## config.mk

```make
export PLATFORM = sky130hd
export DESIGN_NAME = can_tx_serializer
export DESIGN_NICKNAME = d
export VERILOG_FILES = /design/src/rtl/can_tx_pkg.sv /design/src/rtl/can_tx_bitmon.sv /design/src/rtl/can_tx_serializer.sv
export SDC_FILE = /design/constraint.sdc
export NUM_CORES = 1
export LEC_CHECK = 0
export CAP_MARGIN = 20
export CORE_MARGIN = 5
export CORE_UTILIZATION = 48
export DETAILED_ROUTE_END_ITERATION = 10
export HOLD_SLACK_MARGIN = 0.12
export PLACE_DENSITY_LB_ADDON = 0.08
export SYNTH_ARGS = -nofsm -noshare
export SYNTH_HDL_FRONTEND = slang
export SYNTH_HIERARCHICAL = 1
export SYNTH_SLANG_ARGS = --single-unit
```

## constraint.sdc

```tcl
create_clock -name clock -period 2.05 [get_ports clock]
set_clock_uncertainty 0.05 [all_clocks]
set_input_delay 0.5125 -clock clock [delete_from_list [all_inputs] [get_ports clock]]
set_output_delay 0.5125 -clock clock [all_outputs]
set_load 0.03 [all_outputs]
```

## src/rtl/can_tx_pkg.sv

```systemverilog
// can_tx_pkg: shared types and constants for the CAN transmit serializer.
// Defines the state encoding, the stuff-run default and the bus levels.
package can_tx_pkg;

    typedef enum logic [1:0] {
        ST_IDLE   = 2'd0,
        ST_ACTIVE = 2'd1,
        ST_TAIL   = 2'd2
    } tx_state_e;

    localparam int   STUFF_LEN_DEFAULT = 5;
    localparam logic RECESSIVE         = 1'b1;
    localparam logic DOMINANT          = 1'b0;

    // Number of bits carried by a byte; a last byte may be partial, 0 means 8.
    function automatic logic [3:0] byte_len(input logic last,
                                            input logic [2:0] nbits);
        if (last && nbits != 3'd0) begin
            return {1'b0, nbits};
        end
        return 4'd8;
    endfunction

endpackage

```

## src/rtl/can_tx_bitmon.sv

```systemverilog
// can_tx_bitmon: transmit bit monitor, built only with CAN_TX_BITMON_EN.
// Compares the driven bit with the sampled bus bit and flags errors.
`ifdef CAN_TX_BITMON_EN
module can_tx_bitmon
    import can_tx_pkg::*;
(
    input  logic clock,
    input  logic reset,
    input  logic abort,
    input  logic sendpoint,
    input  logic smplpoint,
    input  logic smpldbit,
    input  logic arb_field,
    input  logic tx,
    input  logic busy,
    output logic arb_lose,
    output logic bit_err,
    output logic arb_lost
);

    logic mismatch;

    // A sample coinciding with a send edge is skipped.
    assign mismatch = smplpoint & ~sendpoint & busy & ~abort
                    & (smpldbit != tx);
    assign arb_lose = mismatch & (tx == RECESSIVE)
                    & (smpldbit == DOMINANT) & arb_field;

    // One-cycle error pulses, one clock after the sample point.
    always_ff @(posedge clock) begin
        if (reset) begin
            bit_err  <= 1'b0;
            arb_lost <= 1'b0;
        end else begin
            bit_err  <= mismatch & ~arb_lose;
            arb_lost <= arb_lose;
        end
    end

endmodule
`endif

```

## src/rtl/can_tx_serializer.sv

```systemverilog
// can_tx_serializer: CAN transmit bit serializer with bit stuffing.
// Optional bit monitor enabled by defining CAN_TX_BITMON_EN.
module can_tx_serializer
    import can_tx_pkg::*;
#(
    parameter int STUFF_LEN = STUFF_LEN_DEFAULT
) (
    input  logic       clock,
    input  logic       reset,
    input  logic       sendpoint,
    input  logic       smplpoint,
    input  logic       smpldbit,
    input  logic       tx_valid,
    output logic       tx_ready,
    input  logic [7:0] tx_data,
    input  logic       tx_last,
    input  logic [2:0] tx_nbits,
    input  logic       stuff_en,
    input  logic       arb_field,
    input  logic       abort,
    output logic       tx,
    output logic       done,
    output logic       underrun,
    output logic       bit_err,
    output logic       arb_lost,
    output logic       busy
);

    localparam logic [2:0] STUFF_CMP = 3'(STUFF_LEN);

    tx_state_e  state_q, state_d;
    logic [7:0] shreg, buf_data;
    logic [3:0] bitcnt;
    logic [2:0] buf_nbits, run_cnt, run_next;
    logic       buf_last, buf_full, last_bit, last_seen;
    logic       hs, stuff_bit, data_bit, byte_end;
    logic       fin, reload, starve, arb_lose, flush;

    assign hs        = tx_valid & tx_ready;
    assign stuff_bit = stuff_en & (run_cnt == STUFF_CMP);
    assign data_bit  = (state_q == ST_ACTIVE) & sendpoint & ~stuff_bit;
    assign byte_end  = data_bit & (bitcnt == 4'd1);
    assign fin       = byte_end & last_seen;
    assign reload    = byte_end & ~last_seen & buf_full;
    assign starve    = byte_end & ~last_seen & ~buf_full;
    assign flush     = abort | arb_lose;

`ifdef CAN_TX_BITMON_EN
    can_tx_bitmon u_bitmon (
        .clock     (clock),
        .reset     (reset),
        .abort     (abort),
        .sendpoint (sendpoint),
        .smplpoint (smplpoint),
        .smpldbit  (smpldbit),
        .arb_field (arb_field),
        .tx        (tx),
        .busy      (busy),
        .arb_lose  (arb_lose),
        .bit_err   (bit_err),
        .arb_lost  (arb_lost)
    );
`else
    logic unused_bitmon;
    assign unused_bitmon = smplpoint ^ smpldbit ^ arb_field;
    assign arb_lose      = 1'b0;
    assign bit_err       = 1'b0;
    assign arb_lost      = 1'b0;
`endif

    // State register.
    always_ff @(posedge clock) begin
        if (reset) state_q <= ST_IDLE;
        else       state_q <= state_d;
    end

    // Next-state: abort and lost arbitration win over everything.
    always_comb begin
        state_d = state_q;
        if (flush) begin
            state_d = ST_IDLE;
        end else begin
            unique case (state_q)
                ST_IDLE:   if (hs) state_d = ST_ACTIVE;
                ST_ACTIVE: begin
                    if (fin)         state_d = ST_TAIL;
                    else if (starve) state_d = ST_IDLE;
                end
                ST_TAIL:   if (sendpoint & ~stuff_bit) state_d = ST_IDLE;
                default:   state_d = ST_IDLE;
            endcase
        end
    end

    // Handshake and status outputs.
    always_comb begin
        busy     = (state_q != ST_IDLE);
        tx_ready = ~reset & ~flush
                 & ((state_q == ST_IDLE)
                 | ((state_q == ST_ACTIVE) & ~buf_full & ~last_seen));
    end

    // Run length after a data bit; the first bit of a frame starts at 1.
    always_comb begin
        run_next = 3'd1;
        if (run_cnt != 3'd0 && shreg[7] == last_bit) begin
            run_next = (run_cnt == 3'd7) ? 3'd7 : run_cnt + 3'd1;
        end
    end

    // Datapath: shift register, holding buffer, stuff tracking, tx and pulses.
    always_ff @(posedge clock) begin
        if (reset || flush) begin
            tx        <= RECESSIVE;
            shreg     <= 8'd0;
            bitcnt    <= 4'd0;
            buf_data  <= 8'd0;
            buf_last  <= 1'b0;
            buf_nbits <= 3'd0;
            buf_full  <= 1'b0;
            run_cnt   <= 3'd0;
            last_bit  <= RECESSIVE;
            last_seen <= 1'b0;
            done      <= 1'b0;
            underrun  <= 1'b0;
        end else begin
            done     <= fin;
            underrun <= starve;
            unique case (state_q)
                ST_IDLE: begin
                    tx <= RECESSIVE;
                    if (hs) begin
                        shreg     <= tx_data;
                        bitcnt    <= byte_len(tx_last, tx_nbits);
                        last_seen <= tx_last;
                        run_cnt   <= 3'd0;
                    end
                end
                ST_ACTIVE: begin
                    if (sendpoint && stuff_bit) begin
                        tx       <= ~last_bit;
                        last_bit <= ~last_bit;
                        run_cnt  <= 3'd1;
                    end else if (data_bit) begin
                        tx       <= starve ? RECESSIVE : shreg[7];
                        last_bit <= shreg[7];
                        run_cnt  <= run_next;
                        shreg    <= {shreg[6:0], 1'b0};
                        bitcnt   <= bitcnt - 4'd1;
                    end
                    if (reload) begin
                        shreg     <= buf_data;
                        bitcnt    <= byte_len(buf_last, buf_nbits);
                        last_seen <= buf_last;
                        buf_full  <= 1'b0;
                    end
                    if (hs) begin
                        buf_data  <= tx_data;
                        buf_last  <= tx_last;
                        buf_nbits <= tx_nbits;
                        buf_full  <= 1'b1;
                    end
                end
                ST_TAIL: begin
                    if (sendpoint && stuff_bit) begin
                        tx       <= ~last_bit;
                        last_bit <= ~last_bit;
                        run_cnt  <= 3'd1;
                    end else if (sendpoint) begin
                        tx <= RECESSIVE;
                    end
                end
                default: tx <= RECESSIVE;
            endcase
        end
    end

endmodule

```

* Word-level counts from Yosys, hierarchy flattened
Index checks and enable logic that the tools add are counted.
** Operators by class
- Add/subtract/negate cells :: 2
- Equal/unequal tests :: 15
- Muxes and demuxes :: 49
- Bitwise logic cells :: 21
- Reduce and logical (&&, ||, !) cells :: 23
** Operators with widths (number)
- 2-to-1 mux 4 bit :: 8
- 2-to-1 mux 8 bit :: 4
- 2-to-1 mux 1 bit :: 20
- 2-to-1 mux 3 bit :: 6
- case mux 8 bit (2 select lines) :: 1
- AND 1 bit :: 14
- != test 3 bit (second input constant) :: 4
- nonzero test 3 bit :: 4
- case mux 3 bit (3 select lines) :: 1
- AND reduction 3 bit :: 3
- 2-to-1 mux 2 bit :: 4
- != test 2 bit (second input constant) :: 4
- case mux 4 bit (2 select lines) :: 1
- AND reduction 4 bit :: 2
- nonzero test 2 bit :: 4
- equality test 3 bit (second input constant) :: 2
- NOT 1 bit :: 6
- case mux 1 bit (2 select lines) :: 3
- case mux 2 bit (3 select lines) :: 1
- AND reduction 2 bit :: 3
- equality test 4 x 1 -> 1 bit (second input constant) :: 1
- logical AND 1 bit :: 4
- subtractor 4 x 1 -> 4 bit (second input constant) :: 1
- adder 3 x 1 -> 3 bit (second input constant) :: 1
- other kinds (8) :: 8
** Storage, ports and cells
- Register bits after elaboration :: 35
- Input bits :: 21
- Output and inout bits :: 7

* Logic depth before layout (Yosys ltp)
- Depth after elaboration :: 13
- Mapped depth :: 9

* Least setup slack after synthesis
Ideal clock, no wire load.
- Path type :: register to output
- Start point :: register state_q[1]
- End point :: output port tx_ready
- Data arrival time :: 1.656 ns
- Path slack :: -0.169 ns
- Stages on the path, launching flop included :: 7
- Path buffers :: 2
- Path through :: dfxtp_1 -> inv_1 -> ha_1 -> buf_2 -> buf_1 -> a21oi_1 -> nor2_1
** Between the ends
- Cells in the longest elaborated chain, start to end :: 5
** Ends and longest elaborated chain
- from (decl) :: line can_tx_serializer.sv:31 : tx_state_e state_q, state_d;
- from (signal assigned) :: line can_tx_serializer.sv:74 : else state_q <= state_d;
- equality test 2 x 1 -> 1 bit :: line can_tx_serializer.sv:100 : | ((state_q == ST_ACTIVE) & ~buf_full & ~last_seen));
- AND 1 bit (2 in a row) :: line can_tx_serializer.sv:100
- bitwise OR 1 bit (*) :: line can_tx_serializer.sv:100
- AND 1 bit (*) :: line can_tx_serializer.sv:99 : & ((state_q == ST_IDLE)
- to (decl) :: line can_tx_serializer.sv:14 : output logic tx_ready,
Every way passes the cells marked *; elsewhere a longest branch is shown, timed or not.

* Worst setup path in the final report
- Start point :: input port stuff_en
- End point :: register run_cnt[1]
** Between the ends
- Cells in the longest elaborated chain, start to end :: 5
** Ends and longest elaborated chain
- from (decl) :: line can_tx_serializer.sv:18 : input logic stuff_en,
- AND 1 bit (*) :: line can_tx_serializer.sv:40 : assign stuff_bit = stuff_en & (run_cnt == STUFF_CMP);
- NOT 1 bit :: line can_tx_serializer.sv:41 : assign data_bit = (state_q == ST_ACTIVE) & sendpoint & ~stuff_bit;
- AND 1 bit :: line can_tx_serializer.sv:41
- != test 3 x 2 -> 1 bit (no line)
- AND reduction 4 bit (no line)
- to (signal assigned) :: line can_tx_serializer.sv:147 : run_cnt <= run_next;
- to (decl) :: line can_tx_serializer.sv:34 : logic [2:0] buf_nbits, run_cnt, run_next;
Marks and branches as above.
A chain may end at the register's enable or synchronous reset.

==> results.json <==
{
  "outcome": "finished clean",
  "critPathKind": "primary input to register",
  "gp_congestion": 0.7687,
  "yosys_register_bits": 35,
  "grt_util_all_layers_pct": 18.32,
  "yosys.area.top_type": "dfxtp_1",
  "drc": 0,
  "power_frac_seq_pct": 46.8,
  "grt_first_pass_wirelength_mm": 7.783,
  "timing.hold.ws_ps": 438.3,
  "period_share_pct": 96.56,
  "ant_nets": 0,
  "synth_seq_area_share_pct": 37.01,
  "grt-ovfl-total": 0,
  "worstPathArrival_ps": 2150,
  "setup_slack_ps": 70.52,
  "die_w_um": 72.80,
  "multiInputGateArea_sq_mm": 0.001117,
  "startpoint_type": "primary input",
  "wirelength_mm": 4.448,
  "worstSkewPairLatency_ps": 280,
  "drt_iter0_drc": 99,
  "critical_path.max_stage_delay_ps": 480,
  "wl_per_cell_um": 13.69,
  "holdBufCountCts": 0,
  "use_met3_pct": 3.444,
  "netlist_area_sq_mm": 0.001893,
  "top_usage_layer": "met2",
  "use_met1_pct": 23.93,
  "hold_viol": 0,
  "numCtsBuffers": 5,
  "post-place-ws_ps": -246.3,
  "drv_cap": 0,
  "synth_top_area_share_pct": 37.01,
  "ir_drop_mv": 0.4575,
  "die_y_um": 72.80,
  "final_nets": 306,
  "seq_area_sq_um": 700.7,
  "nFillCells": 349,
  "power.net_switching_mw": 0.3417,
  "grt_pass1_vias": 1734,
  "hpwl_mm": 3.221,
  "ios": 28,
  "clockPowerShare_pct": 39.4,
  "path_cells": "clkdlybuf4s50_1 -> and3_4 -> nor2_1 -> a2111o_1 -> or3_1 -> a21oi_1",
  "antenna_found_initial": 0,
  "avgSynthCellArea_sq_um": 8.267,
  "cts-root-buf": "clkbuf_8",
  "die_area_sq_mm": 0.005300,
  "core_sq_mm": 0.003744,
  "viasPerCell": 5.375,
  "async_reset_ff_share_pct": 0,
  "synth_ff_type": "dfxtp_1",
  "cp_slowest_cell": "clkdlybuf4s50_1",
  "cellPowerDensity_mw_per_mm2": 598.8,
  "period_minus_slack_ps": 1979,
  "final_layout_size_suffix_gt1_share_pct": 18.41,
  "slew_violations": 0,
  "p_comb_share_pct": 13.9,
  "synth_cells": 229,
  "grt_util_met2_pct": 30.06,
  "clock_sinks": 35,
  "htreeDepth": 2,
  "synth_area_leaders": "dfxtp_1 (37%), mux2i_1 (7.4%), a21oi_1 (6.9%)",
  "start_util_pct": 50.57,
  "leakagePower_nw": 1.041,
  "internal_power_mw": 1.146,
  "rows": 22,
  "vias": 1747,
  "area_growth_syn_to_layout_pct": 31.26,
  "required_ps": 2220,
  "timing.fmax_mhz": 505.2,
  "dp.cells": 317,
  "synth_cell_types": 48,
  "port_buffers": 22,
  "cts_tree": "yes",
  "antenna_cells": 0,
  "ys_warn_count": 6,
  "layout.cells.non_filler": 325,
  "cts.path.max_buffers": 2,
  "hp-class": "register to register",
  "dr.pass1.iters": 4,
  "rsz0062_at_grt": "no",
  "final_common_cell": "dfxtp_1",
  "grt_max_degree": 19,
  "crit_fanout": 4,
  "synth_edf_count": 0,
  "finalSetupViolations": 0,
  "clk_pin_slew_ps": 70,
  "end_kind": "register",
  "most-common-layout-cells": "dfxtp_1 (35), buf_4 (31), a21oi_1 (25), nor2_1 (23), nand2_1 (23)",
  "swShare_pct": 22.97
}
## worst max-delay path: cells and delay by family
family	cells	cell delay, ps
and+or+nand+nor	3	620
AOI/OAI and AO/OA	2	530
buffers and inverters	1	480
## area by class of cell
cell class | count | share of cell area (%)
multi-input cells | 170 | 44.96
flip-flops and latches | 35 | 28.20
repair buffers | 54 | 18.63
clock buffers | 6 | 2.920
well taps | 48 | 2.417
inverters | 11 | 1.662
clock inverters | 1 | 1.208
## synthesized netlist by cell type, types with 3 or more instances
library cell   n
mux2i_1       14
a211oi_1       3
o21ai_1        4
a221oi_1       3
dfxtp_1       35
o2bb2ai_1      7
clkbuf_1       5
o21ai_0       10
nand2_1       23
ha_1           8
o31ai_1        4
nor2_1        24
nand4_1        3
a21oi_1       26
buf_2          5
inv_1          9
nand3_1        3
## logic make-up after synthesis
group / after synthesis / share of synthesized area, %
AOI/OAI and AO/OA: 73 / 25.58
and+or+nand+nor: 70 / 17.45
DFF: 35 / 37.01
buffers and inverters: 25 / 5.684
muxes: 14 / 7.402
adders and majority gates: 8 / 5.288
xor gates and xnor gates: 3 / 1.388
other: 1 / 0.1981
## final timing paths
kind | slack (ps) | depth (start not counted) | startpoint | to
setup reg to reg | 150 | 7 | state_q[1] | run_cnt[1]
setup / recovery | 70 | 6 | stuff_en | run_cnt[1]
hold / removal | 440 | 2 | run_cnt[1] | run_cnt[1]
hold reg to reg | 440 | 2 | run_cnt[1] | run_cnt[1]
## per-layer routing
layer | vias up | share of wire, %
met1 | 789 | 47
met3 | 9 | 3.8
met4 | 0 | 1.9
met2 | 31 | 47
li1 | 918 | -
met5 | - | 0
## stage by stage
stage / instance area [sq um] / power (mW) / TNS (ps) / util [%]
floorplan: 1906 / 0.8194 / 0 / -
global placement: 2349 / 0.9123 / -2313 / 62.73
detailed placement: 2349 / 0.9125 / -2850 / 62.73
CTS: 2470 / 1.504 / 0 / 65.98
global route: 2485 / 1.558 / 0 / 66.38
finish: 2485 / 1.488 / 0 / 66.38
## power by group through the flow
stage	logic, mW	registers (mW)	clock network (mW)
after CTS	0.205	0.696	0.603
final	0.206	0.696	0.586
after floorplan	0.109	0.711	0
after global placement	0.201	0.711	0
after global routing	0.227	0.697	0.634
after detailed placement	0.201	0.711	0
## flip-flops by register name, indices dropped and copies added, names as in the netlist
name and count:
buf_data 8, shreg 8, bitcnt 4, buf_nbits 3
run_cnt 3, state_q 2, buf_full 1, buf_last 1
done 1, last_bit 1, last_seen 1, tx 1
underrun 1
## what timing repair did
item | 4_1_cts | 5_1_grt
setup endpoints to repair | 2 | 4
pin swaps | 1 | 0
cloned | 0 | 0
resized for setup | 6 | 5
setup buffers | 1 | 0
(Power assumes the default switching activity.)
